--- config.mk ---
export PLATFORM = sky130hd
export DESIGN_NAME = uart_rx_fifo
export DESIGN_NICKNAME = d
export VERILOG_FILES = /design/src/rtl/ib_pkg.sv /design/src/rtl/byte_fifo_core.sv /design/src/rtl/uart_rx_fifo.sv
export SDC_FILE = /design/constraint.sdc
export NUM_CORES = 1
export LEC_CHECK = 0
export CORE_ASPECT_RATIO = 2
export CORE_UTILIZATION = 26
export CTS_BUF_LIST = sky130_fd_sc_hd__clkbuf_4 sky130_fd_sc_hd__clkbuf_8
export CTS_CLUSTER_DIAMETER = 80
export DETAILED_ROUTE_END_ITERATION = 8
export PLACE_DENSITY_LB_ADDON = 0.25
export SLEW_MARGIN = 20
export SYNTH_ARGS = -nofsm -noshare
export SYNTH_HDL_FRONTEND = slang
export SYNTH_SLANG_ARGS = --single-unit
--- constraint.sdc ---
create_clock -name clk -period 3.65 [get_ports clk]
set_input_delay 0.365 -clock clk [delete_from_list [all_inputs] [get_ports clk]]
set_output_delay 0.365 -clock clk [all_outputs]
set_load 0.02 [all_outputs]
--- src/rtl/ib_pkg.sv ---
// Shared types for the UART->IB->meter byte path: byte type, handshake FSM states
// and the RTS hysteresis helper.
package ib_pkg;

  typedef logic [7:0] byte_t;

  typedef enum logic [0:0] {
    U_IDLE = 1'b0,
    U_HOLD = 1'b1
  } up_state_t;

  typedef enum logic [1:0] {
    D_IDLE    = 2'd0,
    D_OFFER   = 2'd1,
    D_RELEASE = 2'd2
  } dn_state_t;

  // Raise at or above the high mark, drop at or below the low mark, otherwise hold.
  function automatic logic rts_hyst(input logic rts_cur, input logic at_hi, input logic at_lo);
    logic rts_new;
    if (at_hi) begin
      rts_new = 1'b1;
    end else if (at_lo) begin
      rts_new = 1'b0;
    end else begin
      rts_new = rts_cur;
    end
    return rts_new;
  endfunction

endpackage

--- src/rtl/byte_fifo_core.sv ---
// Byte storage with write/read pointers and fill count; no handshake logic.
// The caller must not push when full or pop when empty.
module byte_fifo_core
  import ib_pkg::*;
#(
  parameter int DEPTH = 16
) (
  input  logic                         clk,
  input  logic                         nrst,
  input  logic                         push,
  input  logic                         pop,
  input  byte_t                        wdata,
  output byte_t                        rdata,
  output logic                         full,
  output logic                         empty,
  output logic [$clog2(DEPTH+1)-1:0]   count
);

  localparam int PW = $clog2(DEPTH);
  localparam int CW = $clog2(DEPTH + 1);

  byte_t         mem_r [DEPTH];
  logic [PW-1:0] wptr_r;
  logic [PW-1:0] rptr_r;
  logic [CW-1:0] count_r;

  // Storage write; stale contents are harmless because the pointers reset.
  always_ff @(posedge clk) begin
    if (push) begin
      mem_r[wptr_r] <= wdata;
    end
  end

  // Pointer and fill-level bookkeeping; pointers wrap naturally modulo DEPTH.
  always_ff @(posedge clk or negedge nrst) begin
    if (!nrst) begin
      wptr_r  <= '0;
      rptr_r  <= '0;
      count_r <= '0;
    end else begin
      if (push) begin
        wptr_r <= wptr_r + PW'(1);
      end
      if (pop) begin
        rptr_r <= rptr_r + PW'(1);
      end
      case ({push, pop})
        2'b10:   count_r <= count_r + CW'(1);
        2'b01:   count_r <= count_r - CW'(1);
        default: count_r <= count_r;
      endcase
    end
  end

  assign rdata = mem_r[rptr_r];
  assign full  = (count_r == CW'(DEPTH));
  assign empty = (count_r == CW'(0));
  assign count = count_r;

endmodule

--- src/rtl/uart_rx_fifo.sv ---
// Byte FIFO between uart_rx and the IB I/O expander: 4-phase handshakes on both sides
// and a hysteretic RTS line so PC bursts survive slow meter polling.
module uart_rx_fifo
  import ib_pkg::*;
#(
  parameter int DEPTH  = 16,
  parameter int RTS_HI = 12,
  parameter int RTS_LO = 4
) (
  input  logic                         clk,
  input  logic                         nrst,
  input  logic [7:0]                   in_data,
  input  logic                         in_valid,
  output logic                         in_ack_n,
  output logic [7:0]                   out_data,
  output logic                         out_valid,
  input  logic                         out_ack_n,
  output logic                         rts,
  output logic [$clog2(DEPTH+1)-1:0]   count
);

  localparam int CW = $clog2(DEPTH + 1);

  up_state_t     up_r;
  up_state_t     up_nxt_s;
  dn_state_t     dn_r;
  dn_state_t     dn_nxt_s;
  logic          in_ack_n_r;
  logic          in_ack_n_nxt_s;
  logic          out_valid_r;
  logic          out_valid_nxt_s;
  byte_t         out_data_r;
  byte_t         out_data_nxt_s;
  logic          rts_r;
  logic          ack_meta_r;
  logic          ack_sync_r;
  logic          push_s;
  logic          pop_s;
  byte_t         rdata_s;
  logic          full_s;
  logic          empty_s;
  logic [CW-1:0] count_s;

  byte_fifo_core #(.DEPTH(DEPTH)) u_core (
    .clk   (clk),
    .nrst  (nrst),
    .push  (push_s),
    .pop   (pop_s),
    .wdata (in_data),
    .rdata (rdata_s),
    .full  (full_s),
    .empty (empty_s),
    .count (count_s)
  );

  // Two-flop synchroniser for the ioexp consume strobe; idles high.
  always_ff @(posedge clk or negedge nrst) begin
    if (!nrst) begin
      ack_meta_r <= 1'b1;
      ack_sync_r <= 1'b1;
    end else begin
      ack_meta_r <= out_ack_n;
      ack_sync_r <= ack_meta_r;
    end
  end

  // Handshake state and registered handshake outputs.
  always_ff @(posedge clk or negedge nrst) begin
    if (!nrst) begin
      up_r        <= U_IDLE;
      in_ack_n_r  <= 1'b1;
      dn_r        <= D_IDLE;
      out_valid_r <= 1'b0;
      out_data_r  <= 8'h00;
    end else begin
      up_r        <= up_nxt_s;
      in_ack_n_r  <= in_ack_n_nxt_s;
      dn_r        <= dn_nxt_s;
      out_valid_r <= out_valid_nxt_s;
      out_data_r  <= out_data_nxt_s;
    end
  end

  // Upstream: take one byte per in_valid pulse, stall while full.
  always_comb begin
    up_nxt_s       = up_r;
    in_ack_n_nxt_s = in_ack_n_r;
    push_s         = 1'b0;
    case (up_r)
      U_IDLE: begin
        if (in_valid && !full_s) begin
          push_s         = 1'b1;
          in_ack_n_nxt_s = 1'b0;
          up_nxt_s       = U_HOLD;
        end else begin
          in_ack_n_nxt_s = 1'b1;
        end
      end
      U_HOLD: begin
        if (!in_valid) begin
          in_ack_n_nxt_s = 1'b1;
          up_nxt_s       = U_IDLE;
        end else begin
          in_ack_n_nxt_s = 1'b0;
        end
      end
      default: begin
        in_ack_n_nxt_s = 1'b1;
        up_nxt_s       = U_IDLE;
      end
    endcase
  end

  // Downstream: latch the head byte into out_data so it stays put while offered.
  always_comb begin
    dn_nxt_s        = dn_r;
    out_valid_nxt_s = out_valid_r;
    out_data_nxt_s  = out_data_r;
    pop_s           = 1'b0;
    case (dn_r)
      D_IDLE: begin
        if (!empty_s && ack_sync_r) begin
          out_data_nxt_s  = rdata_s;
          out_valid_nxt_s = 1'b1;
          dn_nxt_s        = D_OFFER;
        end else begin
          out_valid_nxt_s = 1'b0;
        end
      end
      D_OFFER: begin
        if (!ack_sync_r) begin
          out_valid_nxt_s = 1'b0;
          pop_s           = 1'b1;
          dn_nxt_s        = D_RELEASE;
        end else begin
          out_valid_nxt_s = 1'b1;
        end
      end
      D_RELEASE: begin
        if (ack_sync_r) begin
          dn_nxt_s = D_IDLE;
        end else begin
          dn_nxt_s = D_RELEASE;
        end
      end
      default: begin
        out_valid_nxt_s = 1'b0;
        dn_nxt_s        = D_IDLE;
      end
    endcase
  end

  // RTS hysteresis on the current fill level; stop the host while in reset.
  always_ff @(posedge clk or negedge nrst) begin
    if (!nrst) begin
      rts_r <= 1'b1;
    end else begin
      rts_r <= rts_hyst(rts_r, count_s >= CW'(RTS_HI), count_s <= CW'(RTS_LO));
    end
  end

  assign in_ack_n  = in_ack_n_r;
  assign out_valid = out_valid_r;
  assign out_data  = out_data_r;
  assign rts       = rts_r;
  assign count     = count_s;

endmodule
==> results of run 1 <==
==> kinds of logic (layout without fill, tap and decap cells) <==
family / count (synthesis) / after routing
xor+xnor: 14 / 14
flops: 157 / 157
compound gates: 28 / 28
fa+ha+maj: 8 / 8
mux: 54 / 54
buf+inv: 27 / 79
simple gates: 48 / 48
==> worst register-to-register path, delay by kind of cell, from the launching register on <==
kind                     cells  cell delay, ps
flip-flops                   1             500
adder cells (fa/ha/maj)      2             530
AO/OA/AOI/OAI                3             480
buffers and inverters        1             120
XOR/XNOR                     2             330
AND/OR/NAND/NOR              2             640
==> final cells by class <==
cell class,count,area (sq um),area share
flip-flops and latches,157,4576,0.6217
inverters,10,37.54,0.005100
clock buffers,21,276.5,0.03757
repair buffers,37,345.3,0.04692
well taps,287,359.1,0.04879
clock inverters,11,108.9,0.01479
multi-input cells,152,1657,0.2251
==> worst max-delay path by stage <==
stage | endpoint | slack (ps) | depth (start not counted)
2_1_floorplan | u_core.count[4] | 1060 | 12
3_3_place_gp | u_core.count[4] | 910 | 11
3_5_place_dp | u_core.count[4] | 860 | 11
4_1_cts | u_core.count[4] | 970 | 10
5_1_grt | u_core.count[4] | 750 | 10
6_report | u_core.count[4] | 970 | 10
==> Yosys cell counts, types with 4 or more instances <==
master | count | share of area
edfxtp_1 | 128 | 0.60
dfrtp_1 | 25 | 0.098
mux4_2 | 24 | 0.084
mux2i_1 | 14 | 0.022
and2_1 | 12 | 0.012
nand2_1 | 11 | 0.0064
inv_1 | 10 | 0.0059
o21ai_0 | 10 | 0.0078
ha_1 | 8 | 0.016
mux2_2 | 8 | 0.014
mux4_1 | 8 | 0.033
a21oi_1 | 7 | 0.0055
xnor2_1 | 7 | 0.0096
xor2_1 | 7 | 0.0096
nor2_1 | 6 | 0.0035
buf_2 | 5 | 0.0039
buf_6 | 5 | 0.0088
and3b_1 | 4 | 0.0055
dfstp_2 | 4 | 0.016
==> registers in the layout, summed over array words and instances (netlist names) <==
| signal | flops |
|---|---|
| u_core.mem_r | 128 |
| out_data | 8 |
| u_core.count | 5 |
| u_core.rptr_r | 4 |
| u_core.wptr_r | 4 |
| dn_r | 2 |
| ack_meta_r | 1 |
| ack_sync_r | 1 |
| in_ack_n | 1 |
| out_valid | 1 |
| rts | 1 |
| up_r | 1 |
==> where the power goes <==
part,switching [W],internal (W)
Clock,0.000655,0.000599
Combinational,0.000708,0.000804
Sequential,0.000284,0.00215
==> routing by layer <==
layer,vias to the layer above,routed length (microns),track usage
li1,1389,-,-
met1,1587,4664,0.1069
met2,49,7496,0.2131
met3,19,319,0.02624
met4,0,378,0.05942
met5,-,0,0
==> stage by stage <==
stage	hold slack (ps)	instance area, sq um	util	cells
after floorplan	69.41	6405	-	336
after global placement	346.2	6974	0.2903	643
after detailed placement	347.6	6974	0.2903	643
after CTS	274.4	7360	0.3064	675
after global routing	281.9	7360	0.3064	675
final	316.7	7360	0.3064	675
==> results.cfg, run 1 <==
[synthesis]
synth_compound_area_frac = 0.02774
synthArstFlopShare = 0.1847
synth.distinct_cells = 40
synth-edff-count = 128
yosys.area_share.adder = 0.01563
syn_area_per_cell_sq_um = 19.06
synth_fp_nets = 356
synth-xor-area-share = 0.01914
synth_top_family_by_area = multiplexers
synth.yosys.warnings = 0
ys_seq_area_frac = 0.7142
syn_inst = 336
muxShareOfSynthArea = 0.1532
synthSimpleGateAreaFrac = 0.04298
synth_area_sq_um = 6405
synth_ff_type = edfxtp_1
synth_seq_cells = 157

[grt]
grt_overflow_total = 0
gr-usage-all-layers = 0.1110
antenna_found_initial = 0
grt_pass1_vias = 3308
grt_max_degree = 28
grt_pass1_wl_mm = 19.69

[power_and_ir_drop]
power.density_nw_per_um2 = 706.9
total_power_w = 0.005202
p_leak_nw = 2.511
ir_drop_mv = 0.2322

[outcome]
status = finished clean

[critical_path]
cp.required_ps = 4040
rr_worst_depth = 10
crit_path_end_kind = flip-flop
worstReg2RegStart = u_core.count[1]
cp_max_fo = 10
crit_path_start_kind = flip-flop
crit_path_cell_trace = nor4_1 > a21oi_2 > inv_1 > ha_1 > xor2_1 > ha_1 > and3b_1 > o21ai_0 > a21oi_1 > xor2_1
crit_type = reg2reg
worstSetupStartpoint = u_core.count[1]
rrSetupSlack_ps = 970
path_delay_family = simple AND/OR/NAND/NOR gates
cp_slowest_stage_delay_ps = 500
cp.arrival_ps = 3070
path_buf_inv = 1
crit_slowest_cell = dfrtp_1
r2r-end = u_core.count[4]

[detailed_routing]
finalWirelength_mm = 12.86
dr.pass1.iters = 4
wire_per_inst_microns = 19.05
route.detailed.drc = 0
via_per_inst = 4.510
vias = 3044
drtIter0Drc = 101
ant_nets = 0

[cts]
path_clk_slew_ps = 90
clock-sinks = 157
hold_buffers = 0
cts_root_buf = clkbuf_8
cts_buffers = 17
htreeDepth = 4
clk_latency_ps = 460
cts_tree = done
cts_resized = 0
cts_buffer_depth = 2
post_cts_buffers = 0

[worst_hold_path]
worst_hold_path_type = in2reg
holdCritStartpoint = out_ack_n
hold_depth = 1
whs_endpoint = ack_meta_r

[cells_and_area]
nNetsFinal = 395
area_delta_synth_final_pct = 14.91
mostFrequentLayoutCells = edfxtp_1 (128), clkdlybuf4s50_1 (27), mux4_2 (24), dfrtp_1 (24), clkbuf_8 (19)
n_fill_cell = 2358
drive_above_1_share = 0.2139
n_antenna_cell = 0
final_common_cell = edfxtp_1

[die]
row_count = 80
die_area_sq_um = 25300
core_sq_um = 24020
io_pins = 28
die_h_microns = 224.0
initial_core_util = 0.2666
fp.dieW_microns = 113.0

[timing]
drv_slew = 0
rsz0062_at_grt = no
max_freq_ghz = 0.3737
final.setup.tns_ps = 0
fin_skew_ps = 13.32
period_needed_ps = 2676
fin_crit_sh = 0.7332
setup_viol = 0
finalHoldViolations = 0
layout_setup_ws_ps = 973.9
relSlewSlack = 0.3883
tightest_slew_ps = 914.7

[place]
post-place-ws_ps = 858.3
gp_congestion = 0.7367
io_buffers = 27
hpwl_mm = 8.950

[run]
drv_cap = 0
Power figures use the tool's default switching activity.
==> inputs of run 2 (changes only) <==
- clock period: 3.65 -> 2.24 ns (I/O delays scaled with it)
==> run 2 against run 1 <==
  * Core utilization is 1.8 points higher
  * Sequential power rose by 56%
  * First-iteration DRC count rose by 76%
  * Global-route usage increased by 0.59 points
  * Flip-flop and latch count stayed put
  * Sequential share of layout area down 3.4 points
  * Critical path depth decreased by 1
  * Worst setup slack lost 860 ps
  * Register-to-register slack got worse by 860 ps
  * Clock skew hardly changed
  * Largest cell class unchanged
  * Highest routed layer unchanged
==> results.cfg, run 2 (synthesis results as in run 1) <==
[outcome]
status = finished clean

[cts]
cts_buffers = 17
cts_root_buf = clkbuf_8
clock-sinks = 157
htreeDepth = 4
cts_buffer_depth = 2
cts_tree = done
clk_latency_ps = 460
path_clk_slew_ps = 90
hold_buffers = 0

[critical_path]
cp_slowest_stage_delay_ps = 430
crit_path_start_kind = flip-flop
crit_type = reg2reg
crit_path_end_kind = flip-flop
cp.arrival_ps = 2520
worstReg2RegStart = u_core.count[1]
rr_worst_depth = 9
cp_max_fo = 4
rrSetupSlack_ps = 110
r2r-end = u_core.count[3]
crit_path_cell_trace = nor4_4 > a21oi_4 > inv_2 > buf_4 > ha_1 > xor2_1 > a21oi_1 > a21oi_1 > xor2_1
cp.required_ps = 2630
crit_slowest_cell = dfrtp_2

[detailed_routing]
route.detailed.drc = 0
finalWirelength_mm = 13.46
ant_nets = 0
drtIter0Drc = 178
vias = 3161
dr.pass1.iters = 4
wire_per_inst_microns = 19.23
via_per_inst = 4.516

[die]
row_count = 80
initial_core_util = 0.2666
die_area_sq_um = 25300
fp.dieW_microns = 113.0
die_h_microns = 224.0
core_sq_um = 24020
io_pins = 28

[grt]
antenna_found_initial = 0
gr-usage-all-layers = 0.1168
grt_pass1_wl_mm = 20.84
grt_max_degree = 30
grt_pass1_vias = 3515
grt_overflow_total = 0

[place]
io_buffers = 27
hpwl_mm = 9.465
post-place-ws_ps = -1.652
gp_congestion = 0.7313

[timing]
setup_viol = 0
finalHoldViolations = 0
fin_skew_ps = 13.80
period_needed_ps = 2128
fin_crit_sh = 0.9499
layout_setup_ws_ps = 112.3
drv_slew = 0
max_freq_ghz = 0.4700
holdWs_ps = 142.2
relSlewSlack = 0.5874
rsz0062_at_grt = no
tightest_slew_ps = 617.0

[power_and_ir_drop]
total_power_w = 0.008914
ir_drop_mv = 0.3888
power.density_nw_per_um2 = 1144
p_leak_nw = 2.677

[cells_and_area]
area_delta_synth_final_pct = 21.70
regMostFlops = u_core.mem_r
mostFrequentLayoutCells = edfxtp_1 (128), clkdlybuf4s50_1 (27), mux4_2 (24)
largest_reg_flops = 128
n_antenna_cell = 0
final_common_cell = edfxtp_1
nNetsFinal = 420
drive_above_1_share = 0.2785

[worst_hold_path]
worst_hold_path_type = in2async

[run]
drv_cap = 0
==> run 2: critical path: cells and delay by family, from the launching register on <==
| family | cells | cell delay, ps |
|---|---|---|
| buffers and inverters | 2 | 180 |
| adders and majority gates | 1 | 230 |
| and+or+nand+nor | 1 | 360 |
| xor gates and xnor gates | 2 | 410 |
| AOI/OAI and AO/OA | 3 | 450 |
| DFF | 1 | 430 |
==> run 2: what timing repair did <==
item | 4_1_cts | 5_1_grt
resized for setup | 0 | 3
buffers inserted | 0 | 3
setup endpoints to repair | 0 | 1
==> run 2: power by group <==
part,switching [W],total (W),internal [W]
Combinational,0.00144,0.00300,0.00156
Sequential,0.000296,0.00381,0.00351
Clock,0.00110,0.00211,0.00101
Total,0.00283,0.00891,0.00608
==> run 2: worst max-delay path by stage <==
stage | startpoint | endpoint | cells past startpoint
after floorplan | u_core.count[3] | u_core.count[4] | 12
after global placement | in_valid | u_core.count[4] | 11
after detailed placement | in_valid | u_core.count[4] | 11
after CTS | u_core.count[3] | u_core.count[4] | 10
after global routing | u_core.count[1] | u_core.count[3] | 9
final | u_core.count[1] | u_core.count[3] | 9
==> run 2: final cells by class <==
| cell class | instances | area [sq um] |
|---|---|---|
| well taps | 287 | 359.1 |
| repair buffers | 62 | 720.7 |
| clock buffers | 17 | 234.0 |
| clock inverters | 15 | 162.7 |
| flip-flops and latches | 157 | 4579 |
| fillers | 2311 | 16230 |
| inverters | 10 | 37.54 |
| multi-input cells | 152 | 1702 |
==> run 2: stage by stage <==
step                      area [sq um]  utilization  setup TNS, ps  cells
after floorplan                   6452            -         -73.15    336
after global placement            7356       0.3062              0    665
after detailed placement          7356       0.3062         -1.652    665
after CTS                         7752       0.3227              0    697
after global routing              7795       0.3245              0    700
final                             7795       0.3245              0    700
==> run 2: layer usage <==
metal  part of all wire  vias to the layer above  track usage
met2               0.62                       37       0.2364
met5                  0                        -            0
met1               0.33                     1670       0.1052
met4              0.019                        0      0.05772
met3              0.025                       15      0.02570
li1                   -                     1439            -
==> RTL change: new RTL, flow settings as in run 1 <==
`RTS_HI`: 12 -> 8.
--- a/src/rtl/uart_rx_fifo.sv
+++ b/src/rtl/uart_rx_fifo.sv
@@ -6,3 +6,3 @@
   parameter int DEPTH  = 16,
-  parameter int RTS_HI = 12,
+  parameter int RTS_HI = 8,
   parameter int RTS_LO = 4
Formal check against the unedited RTL: no difference found for any inputs over 10 cycles, from zero or initial values and one cycle with nrst low; that may be too few to reach the edited logic, so the function may still have changed.
==> RTL change against run 1 <==
  * Synthesized area grew 0.49%
  * Worst hold slack lost 19 ps
  * Final cell count grew 9.5%
  * Routed wire length grew 2.2%
  * Final area grew 3.8%
  * Setup slack lost 350 ps
  * Sequential cell count is the same
  * Total power grew 5.0%
  * Largest power group unchanged
==> RTL change: results (changes against run 1) <==
placed_design:
  dp_hpwl_um: 9300  # was 8950 um
  placed_area_um2: 7170  # was 6970 um2
  pre_cts_ws_ps: 626  # was 858 ps
  gp_congestion: 0.724  # was 0.737
global_routing:
  grt_max_degree: 30  # was 28
  grt_util_all_layers_pct: 11.4  # was 11.1%
  grt_pass1_wl_um: 20500  # was 19700 um
min_path:
  hold_class: "input pin to async pin"  # was input pin to register
sta:
  fin_worst_skew_ps: 11.1  # was 13.3 ps
  relSlewSlack_pct: 33.1  # was 38.8%
  holdWs_ps: 298  # was 317 ps
drt:
  vias_per_cell: 4.24  # was 4.51
  drt_iter0_markers: 131  # was 101
  drt_pass1_iterations: 6  # was 4
  routed_wl_um: 13100  # was 12900 um
layout:
  layout.nets: 415  # was 395
  final_layout_size_suffix_gt1_share_pct: 23.6  # was 21.4%
logic_synthesis:
  synth_cells: 343  # was 336
  ys_top_cells_by_count: "128 x edfxtp_1, 25 x dfrtp_1, 22 x mux4_2"  # was 128 x edfxtp_1, 25 x dfrtp_1, 24 x mux4_2
  synth_cell_types: 45  # was 40
  synthTopCellsByArea: "edfxtp_1 60%, dfrtp_1 9.7%, mux4_2 7.7%"  # was edfxtp_1 60%, dfrtp_1 9.8%, mux4_2 8.4%
  synthesis.nets: 364  # was 356
  ys_seq_area_share_pct: 71.1  # was 71.4%
outcome:
  status: "completed"  # unchanged
power:
  p_sw_mw: 1.62  # was 1.65 mW
  leakagePower_nw: 2.61  # was 2.51 nW
  vdd_ir_drop_max_mv: 0.264  # was 0.232 mV
setup_path:
  worstPathMaxFanout: 13  # was 10
-- RTL change: worst max path at each step --
| stage | startpoint | end | depth (start not counted) | slack [ps] |
|---|---|---|---|---|
| after global placement | in_valid | u_core.count[4] | 10 | 700 |
| after global routing | u_core.count[2] | u_core.count[4] | 10 | 330 |
| after detailed placement | in_valid | u_core.count[4] | 10 | 630 |
| after CTS | u_core.count[2] | u_core.count[4] | 10 | 610 |
| after floorplan | u_core.count[2] | u_core.count[4] | 12 | 700 |
| final | u_core.count[2] | u_core.count[4] | 10 | 620 |
-- RTL change: power by group through the flow --
stage          logic (mW)  registers, mW  clock network (mW)
6_report             1.56           2.40                1.50
2_1_floorplan        1.18           2.37                   0
4_1_cts              1.61           2.41                1.55
3_3_place_gp         1.59           2.44                   0
5_1_grt              1.71           2.44                1.61
3_5_place_dp         1.60           2.45                   0
-- RTL change: cell type report --
type                    instances  area [um2]
well taps                     332         415
multi-input cells             159        1700
inverters                       9        33.8
clock inverters                10         184
repair buffers                 50         443
clock buffers                  22         290
fillers                      2367       16800
flip-flops and latches        157        4580
-- RTL change: kinds of logic after synthesis --
kind of cell,synth area share [%]
DFF,71.1
muxes,15.7
and+or+nand+nor,4.34
buffers and inverters,2.53
AOI/OAI and AO/OA,2.99
xor gates and xnor gates,1.63
adders and majority gates,1.75
-- RTL change: critical path, stage by stage, from the launching register on --
cell	delay [ps]
dfrtp_1	510
nor3_1	430
a311oi_2	170
inv_1	110
ha_1	400
xor2_1	190
ha_1	210
a21boi_0	260
o32ai_1	130
nor4b_1	360
xnor2_1	160
-- RTL change: per-layer routing --
metal  up-vias  GRT usage [%]  share of wire, %
met5         -              0                 0
met1      1622           10.3                34
met4         0           4.97               1.8
li1       1453              -                 -
met3        12           2.56               2.7
met2        46           23.1                61
